--- src/rtl/y86_pipe_pkg.sv ---
// Shared Y86 pipeline constants: instruction/register codes, status codes
// and the W-stage payload bundle with its bubble value.
package y86_pipe_pkg;

  localparam logic [3:0] INOP  = 4'h1;
  localparam logic [3:0] RNONE = 4'hF;

  localparam logic [2:0] STAT_BUB = 3'd0;
  localparam logic [2:0] SAOK     = 3'd1;
  localparam logic [2:0] SADR     = 3'd2;
  localparam logic [2:0] SINS     = 3'd3;
  localparam logic [2:0] SHLT     = 3'd4;

  typedef struct packed {
    logic [2:0]  stat;
    logic [3:0]  icode;
    logic [63:0] val_e;
    logic [63:0] val_m;
    logic [3:0]  dst_e;
    logic [3:0]  dst_m;
  } w_bundle_t;

  localparam int unsigned W_BUNDLE_W = $bits(w_bundle_t);

  localparam w_bundle_t W_BUBBLE = '{
    stat:  STAT_BUB,
    icode: INOP,
    val_e: 64'd0,
    val_m: 64'd0,
    dst_e: RNONE,
    dst_m: RNONE
  };

endpackage

--- src/rtl/pipe_stage_buf_if.sv ---
// Handshake, pipeline-control and statistics signals of pipe_stage_buf.
interface pipe_stage_buf_if
  import y86_pipe_pkg::*;
#(
  parameter int unsigned DATA_W = W_BUNDLE_W,
  parameter int unsigned DEPTH  = 2,
  parameter int unsigned CNT_W  = 16
);
  localparam int unsigned OCC_W = $clog2(DEPTH + 1);

  logic              stall_i;
  logic              bubble_i;
  logic              in_valid_i;
  logic [DATA_W-1:0] in_data_i;
  logic              in_ready_o;
  logic              out_valid_o;
  logic [DATA_W-1:0] out_data_o;
  logic              out_ready_i;
  logic [OCC_W-1:0]  occupancy_o;
  logic [CNT_W-1:0]  stall_cnt_o;
  logic [CNT_W-1:0]  bubble_cnt_o;

  modport master (
    output stall_i, bubble_i, in_valid_i, in_data_i, out_ready_i,
    input  in_ready_o, out_valid_o, out_data_o, occupancy_o,
           stall_cnt_o, bubble_cnt_o
  );

  modport slave (
    input  stall_i, bubble_i, in_valid_i, in_data_i, out_ready_i,
    output in_ready_o, out_valid_o, out_data_o, occupancy_o,
           stall_cnt_o, bubble_cnt_o
  );

endinterface

--- src/rtl/sat_counter.sv ---
// Event counter that sticks at all-ones instead of wrapping.
module sat_counter #(
  parameter int unsigned CNT_W = 16
) (
  input  logic             clk_i,
  input  logic             rst_i,
  input  logic             inc_i,
  output logic [CNT_W-1:0] cnt_o
);

  always_ff @(posedge clk_i) begin
    if (rst_i) begin
      cnt_o <= '0;
    end else if (inc_i && (cnt_o != '1)) begin
      cnt_o <= cnt_o + CNT_W'(1);
    end
  end

endmodule

--- src/rtl/pipe_stage_buf.sv ---
// Small circular FIFO between pipeline stages with stall (freeze) and
// bubble (flush) control; shows the bubble payload whenever it is empty.
module pipe_stage_buf
  import y86_pipe_pkg::*;
#(
  parameter int unsigned       DATA_W     = W_BUNDLE_W,
  parameter int unsigned       DEPTH      = 2,
  parameter logic [DATA_W-1:0] BUBBLE_VAL = DATA_W'(W_BUBBLE),
  parameter int unsigned       CNT_W      = 16
) (
  input logic             clk_i,
  input logic             rst_i,
  pipe_stage_buf_if.slave bus
);

  localparam int unsigned OCC_W = $clog2(DEPTH + 1);
  localparam int unsigned PTR_W = (DEPTH > 1) ? $clog2(DEPTH) : 1;

  logic [DATA_W-1:0] mem [DEPTH];
  logic [PTR_W-1:0]  rd_ptr, wr_ptr, rd_ptr_nxt, wr_ptr_nxt;
  logic [OCC_W-1:0]  occ, occ_nxt;
  logic              full, not_empty, push, pop;

  assign full      = (occ == OCC_W'(DEPTH));
  assign not_empty = (occ != '0);

  // Ready never looks at out_ready_i: a slot freed by a pop is reusable next cycle.
  assign bus.in_ready_o = !full && !bus.stall_i && !bus.bubble_i;
  assign push = bus.in_valid_i && bus.in_ready_o;
  assign pop  = not_empty && bus.out_ready_i && !bus.stall_i && !bus.bubble_i;

  always_comb begin
    rd_ptr_nxt = rd_ptr;
    wr_ptr_nxt = wr_ptr;
    occ_nxt    = occ;
    if (pop) begin
      rd_ptr_nxt = (rd_ptr == PTR_W'(DEPTH - 1)) ? '0 : rd_ptr + PTR_W'(1);
    end
    if (push) begin
      wr_ptr_nxt = (wr_ptr == PTR_W'(DEPTH - 1)) ? '0 : wr_ptr + PTR_W'(1);
    end
    case ({push, pop})
      2'b10:   occ_nxt = occ + OCC_W'(1);
      2'b01:   occ_nxt = occ - OCC_W'(1);
      default: occ_nxt = occ;
    endcase
  end

  // Reset beats bubble; bubble beats stall; stall gates push/pop already.
  always_ff @(posedge clk_i) begin
    if (rst_i || bus.bubble_i) begin
      rd_ptr <= '0;
      wr_ptr <= '0;
      occ    <= '0;
    end else begin
      rd_ptr <= rd_ptr_nxt;
      wr_ptr <= wr_ptr_nxt;
      occ    <= occ_nxt;
    end
  end

  // Storage is not reset; stale entries are never visible once occ is cleared.
  always_ff @(posedge clk_i) begin
    if (push) begin
      mem[wr_ptr] <= bus.in_data_i;
    end
  end

  assign bus.out_valid_o = not_empty;
  assign bus.out_data_o  = not_empty ? mem[rd_ptr] : BUBBLE_VAL;
  assign bus.occupancy_o = occ;

  sat_counter #(.CNT_W(CNT_W)) u_stall_cnt (
    .clk_i (clk_i),
    .rst_i (rst_i),
    .inc_i (bus.stall_i && !bus.bubble_i),
    .cnt_o (bus.stall_cnt_o)
  );

  sat_counter #(.CNT_W(CNT_W)) u_bubble_cnt (
    .clk_i (clk_i),
    .rst_i (rst_i),
    .inc_i (bus.bubble_i && not_empty),
    .cnt_o (bus.bubble_cnt_o)
  );

endmodule

--- src/flat_wrapper.sv ---
// flat-port wrapper written by rule: the top's interface ports become plain ports
module pipe_stage_buf_flat import y86_pipe_pkg::*;
#(
  parameter int unsigned       DATA_W     = W_BUNDLE_W,
  parameter int unsigned       DEPTH      = 2,
  parameter logic [DATA_W-1:0] BUBBLE_VAL = DATA_W'(W_BUBBLE),
  parameter int unsigned       CNT_W      = 16
)
  (clk_i, rst_i, bus_stall_i, bus_bubble_i, bus_in_valid_i, bus_in_data_i, bus_out_ready_i, bus_in_ready_o, bus_out_valid_o, bus_out_data_o, bus_occupancy_o, bus_stall_cnt_o, bus_bubble_cnt_o);
  pipe_stage_buf_if #(.DATA_W(DATA_W), .DEPTH(DEPTH), .CNT_W(CNT_W)) bus_i ();
  input logic clk_i;
  input logic rst_i;
  input wire logic [$bits(bus_i.stall_i)-1:0] bus_stall_i;
  input wire logic [$bits(bus_i.bubble_i)-1:0] bus_bubble_i;
  input wire logic [$bits(bus_i.in_valid_i)-1:0] bus_in_valid_i;
  input wire logic [$bits(bus_i.in_data_i)-1:0] bus_in_data_i;
  input wire logic [$bits(bus_i.out_ready_i)-1:0] bus_out_ready_i;
  output wire logic [$bits(bus_i.in_ready_o)-1:0] bus_in_ready_o;
  output wire logic [$bits(bus_i.out_valid_o)-1:0] bus_out_valid_o;
  output wire logic [$bits(bus_i.out_data_o)-1:0] bus_out_data_o;
  output wire logic [$bits(bus_i.occupancy_o)-1:0] bus_occupancy_o;
  output wire logic [$bits(bus_i.stall_cnt_o)-1:0] bus_stall_cnt_o;
  output wire logic [$bits(bus_i.bubble_cnt_o)-1:0] bus_bubble_cnt_o;
  assign bus_i.stall_i = bus_stall_i;
  assign bus_i.bubble_i = bus_bubble_i;
  assign bus_i.in_valid_i = bus_in_valid_i;
  assign bus_i.in_data_i = bus_in_data_i;
  assign bus_i.out_ready_i = bus_out_ready_i;
  assign bus_in_ready_o = bus_i.in_ready_o;
  assign bus_out_valid_o = bus_i.out_valid_o;
  assign bus_out_data_o = bus_i.out_data_o;
  assign bus_occupancy_o = bus_i.occupancy_o;
  assign bus_stall_cnt_o = bus_i.stall_cnt_o;
  assign bus_bubble_cnt_o = bus_i.bubble_cnt_o;
  pipe_stage_buf #(.DATA_W(DATA_W), .DEPTH(DEPTH), .BUBBLE_VAL(BUBBLE_VAL), .CNT_W(CNT_W)) u_core (.clk_i(clk_i), .rst_i(rst_i), .bus(bus_i));
endmodule
--- config.mk ---
export PLATFORM = sky130hd
export DESIGN_NAME = pipe_stage_buf_flat
export DESIGN_NICKNAME = d
export VERILOG_FILES = /design/src/rtl/y86_pipe_pkg.sv /design/src/rtl/pipe_stage_buf_if.sv /design/src/rtl/sat_counter.sv /design/src/rtl/pipe_stage_buf.sv /design/src/flat_wrapper.sv
export SDC_FILE = /design/constraint.sdc
export NUM_CORES = 1
export LEC_CHECK = 0
export BUFFER_PORTS_ARGS = -buffer_cell sky130_fd_sc_hd__buf_2
export CAP_MARGIN = 20
export CORE_UTILIZATION = 57
export CTS_BUF_LIST = sky130_fd_sc_hd__clkbuf_16
export CTS_CLUSTER_DIAMETER = 50
export CTS_CLUSTER_SIZE = 12
export DETAILED_ROUTE_END_ITERATION = 8
export PLACE_DENSITY = 0.83
export SYNTH_ARGS = -nofsm -noshare
export SYNTH_HDL_FRONTEND = slang
export SYNTH_HIERARCHICAL = 1
export SYNTH_SLANG_ARGS = --single-unit
--- constraint.sdc ---
create_clock -name clk_i -period 25.3 [get_ports clk_i]
set_clock_uncertainty 0.15 [all_clocks]
set_input_delay 5.06 -clock clk_i [delete_from_list [all_inputs] [get_ports clk_i]]
set_output_delay 5.06 -clock clk_i [all_outputs]
set_load 0.02 [all_outputs]
==> results.md <==
- Routed WL per cell: 18.6 um
- Type of the most critical hold path: flip-flop to flip-flop
- Async SR Flop Fraction: 0
- Worst setup path endpoint: bus_in_ready_o
- Startpoint class of the critical path: primary input
- Root buffer cell: clkbuf_16
- DRC Markers: 0
- RD Place Congestion: 0.858
- Dominant cell by count in the synthesized netlist: edfxtp_1
- Mapped Area: 12,700 um^2
- #FFs+latches synth: 323
- Post-Route WL: 27,300 um
- Leakage: 5.78 nW
- Seq/Total Area, Yosys: 0.736
- First-pass GRT wire length: 39,300 um
- Data required time at the worst endpoint: 20.09 ns
- Number of I/O pins: 328
- HP Start: u_core/u_bubble_cnt/cnt_o[1]
- Total number of placement rows: 54
- Final Critical Period: 10.85 ns
- Fill cell count: 1,422
- CP arrival: 5.64 ns
- Vias in the first global route: 7,775
- VDD IR-drop max: 0.0633 mV
- Top cell by count, worst path: buf_2
- Setup WS post-layout: 14.45 ns
- Syn_nets: 985
- Die Span X: 151 um
- Status: completed
- WS Path Type: primary input to output pin
- Final std cells w/o fill: 1,466
- Syn avg cell area: 15.2 um^2
- Dominant cell type by area after synthesis: edfxtp_1
- Least-Margin Pin Slew: 1.09 ns
- Cell variety after synth: 40
- Placed Instances: 1,407
- Nets: 1,317
- Worst R2R Path Depth: 9
- DR vias/cell: 5.48
- Post-Synthesis Cells: 833
- Worst reg2reg path endpoint: u_core/u_bubble_cnt/cnt_o[6]
- Setup Buffers After CTS: 0
- Reg clk slew, reported paths: 0.06 ns
- Die Ht: 151 um
- Fin. max-slew vios: 0
- Routed vias: 8,041
- Post-CTS sizing: 0
- Worst skew pair latency: 0.49 ns
- Synth top cells by count: edfxtp_1 (286), nor2_1 (148), mux2i_1 (145)
- Fin crit share: 0.429
- Full die area: 22,900 um^2
- Worst path max stage delay: 0.24 ns
- Worst-path fanout max: 6
- Antenna violations before repair: 5
- Design Power: 1.10 mW
- Initial core utilization: 0.581
- Critical-path cell list: buf_2 -> nor3_1 -> buf_2
- Placed wire-length estimate: 17,400 um
- Highest clock rate: 0.0922 GHz
- Syn. warnings: 6
- CTS Buffer Depth: 3
- Prevailing post-synth register cell: edfxtp_1
- Post-synth EDFFs: 286
- Crit. Startpoint: bus_bubble_i
- Hold buffers post-CTS: 0
- Final Hold Viols: 0
- Worst path bufs/invs: 2
- Port Buffer Count: 327
- TritonRoute pass-1 iters: 6
- Final ANT Viol Nets: 0
- Core area: 21,800 um^2
- CTS tree: done
- Synth top area share: 0.677
- Reg-to-Reg Start: u_core/bus.occupancy_o[1]
- Largest net degree at the start of global routing: 95
- GRT Util Overall: 0.228
- CP Depth: 3
- Drt initial violations: 346
- P per Cell Area: 70.5 nW/um^2
- Slew HR: 0.276
- Overflow after GRT: 0
- H-tree depth: 2
- Setup tns final: 0 ns
- CP top delay family: buffers and inverters
- # clock sinks: 323
- R2R setup slack: 21.72 ns
- Synth-to-Final Area Change: 23.2%
- RSZ-0062 raised after global routing: no
- CP Capture Type: output pin
- Most area-consuming cells after synthesis: edfxtp_1 (68%), mux2i_1 (11%), dfxtp_1 (5.8%)
- Slowest cell on the critical path: nor3_1
- Setup Slack @ Placement: 14.46 ns
- Setup violations, final: 0
- Max Cap Viol: 0
- Cts bufs inserted: 35
- Util after Layout: 0.716
- Proportion of layout cells with a drive suffix above 1: 0.331
[through the flow]
step	cell area (um^2)	hold slack [ns]
floorplan	12700	0.316
finish	15600	0.377
global placement	14500	0.359
detailed placement	14500	0.363
CTS	15600	0.374
global route	15600	0.415
[worst min-delay path by stage]
stage,endpoint,slack [ns],cells past startpoint
floorplan,u_core/wr_ptr,0.32,2
detailed placement,flip-flop,0.36,2
global placement,u_core/u_stall_cnt/cnt_o[9],0.36,2
global route,u_core/u_stall_cnt/cnt_o[1],0.41,2
CTS,u_core/u_stall_cnt/cnt_o[1],0.37,2
finish,u_core/u_bubble_cnt/cnt_o[1],0.38,2
[cell type report]
| class | instances | area [um^2] | share of cell area |
|---|---|---|---|
| multi-input cells | 464 | 3150 | 0.202 |
| inverters | 7 | 26.3 | 0.00168 |
| well taps | 280 | 350 | 0.0224 |
| clock buffers | 37 | 926 | 0.0592 |
| repair buffers | 334 | 1700 | 0.109 |
| diodes | 6 | 15.0 | 0.000961 |
| flip-flops and latches | 323 | 9330 | 0.597 |
| clock inverters | 15 | 128 | 0.00817 |
[report_power, final]
part           leakage (nW)  switching [mW]  internal, mW  total [mW]
combinational          2.34          0.0244        0.0151      0.0394
sequential             2.90         0.00238         0.590       0.592
clock                 0.547           0.189         0.282       0.471
[registers in the layout, summed over array words and instances, names as in the netlist, named ones only]
signal and cells:
u_core/mem 286, u_core/u_bubble_cnt/cnt_o 16, u_core/u_stall_cnt/cnt_o 16, u_core/bus.occupancy_o 2, u_core/rd_ptr 1, u_core/wr_ptr 1
[placed cells by master (no fill, tap or decap), types with 2 or more instances in the layout]
master / instances
mux2_2: 2
nand2_2: 2
diode_2: 6
o21ai_0: 10
nand3b_1: 2
clkbuf_16: 37
buf_2: 327
buf_4: 6
or3_1: 9
inv_1: 15
nor4_4: 2
nand3_1: 12
xnor2_1: 5
o311ai_0: 2
edfxtp_1: 286
ha_1: 3
and3_1: 2
and4_1: 6
a21oi_1: 24
mux2i_1: 145
nand2_1: 21
nand4_1: 6
o21ai_1: 2
nor2_1: 147
o41ai_1: 2
nor4_1: 4
nor3_1: 10
dfxtp_1: 36
nor4bb_1: 2
bufinv_16: 2
or4_1: 14
nand4_4: 2
nor2b_1: 6
o31ai_1: 12
nor2_4: 2
o21a_1: 2
[logic make-up (layout without fill, tap and decap cells)]
| family | after synthesis | after routing | share of synthesized area |
|---|---|---|---|
| flops | 323 | 323 | 0.736 |
| simple gates | 254 | 254 | 0.0985 |
| mux | 147 | 147 | 0.116 |
| compound gates | 54 | 54 | 0.0253 |
| buf+inv | 46 | 393 | 0.0175 |
| xor+xnor | 6 | 6 | 0.00414 |
| fa+ha+maj | 3 | 3 | 0.00296 |
| other cells | 0 | 6 | 0 |
[per-layer routing]
metal | routed length, um | up-vias | track usage
met5 | 13 | - | 0
met4 | 918 | 2 | 0.106
met3 | 2590 | 69 | 0.0738
met2 | 13800 | 345 | 0.384
met1 | 9970 | 3819 | 0.266
li1 | - | 3806 | -
[worst reg2reg max path, stage by stage (launching register included)]
cell and delay (ns):
dfxtp_1 0.37, nor2_4 0.19, buf_12 0.22, buf_4 0.81, inv_1 0.61, and2_1 0.39
and4_1 0.27, o41ai_1 0.15, o21ai_0 0.19, a21oi_1 0.16
Note: power is estimated with default switching activity, not from simulation.
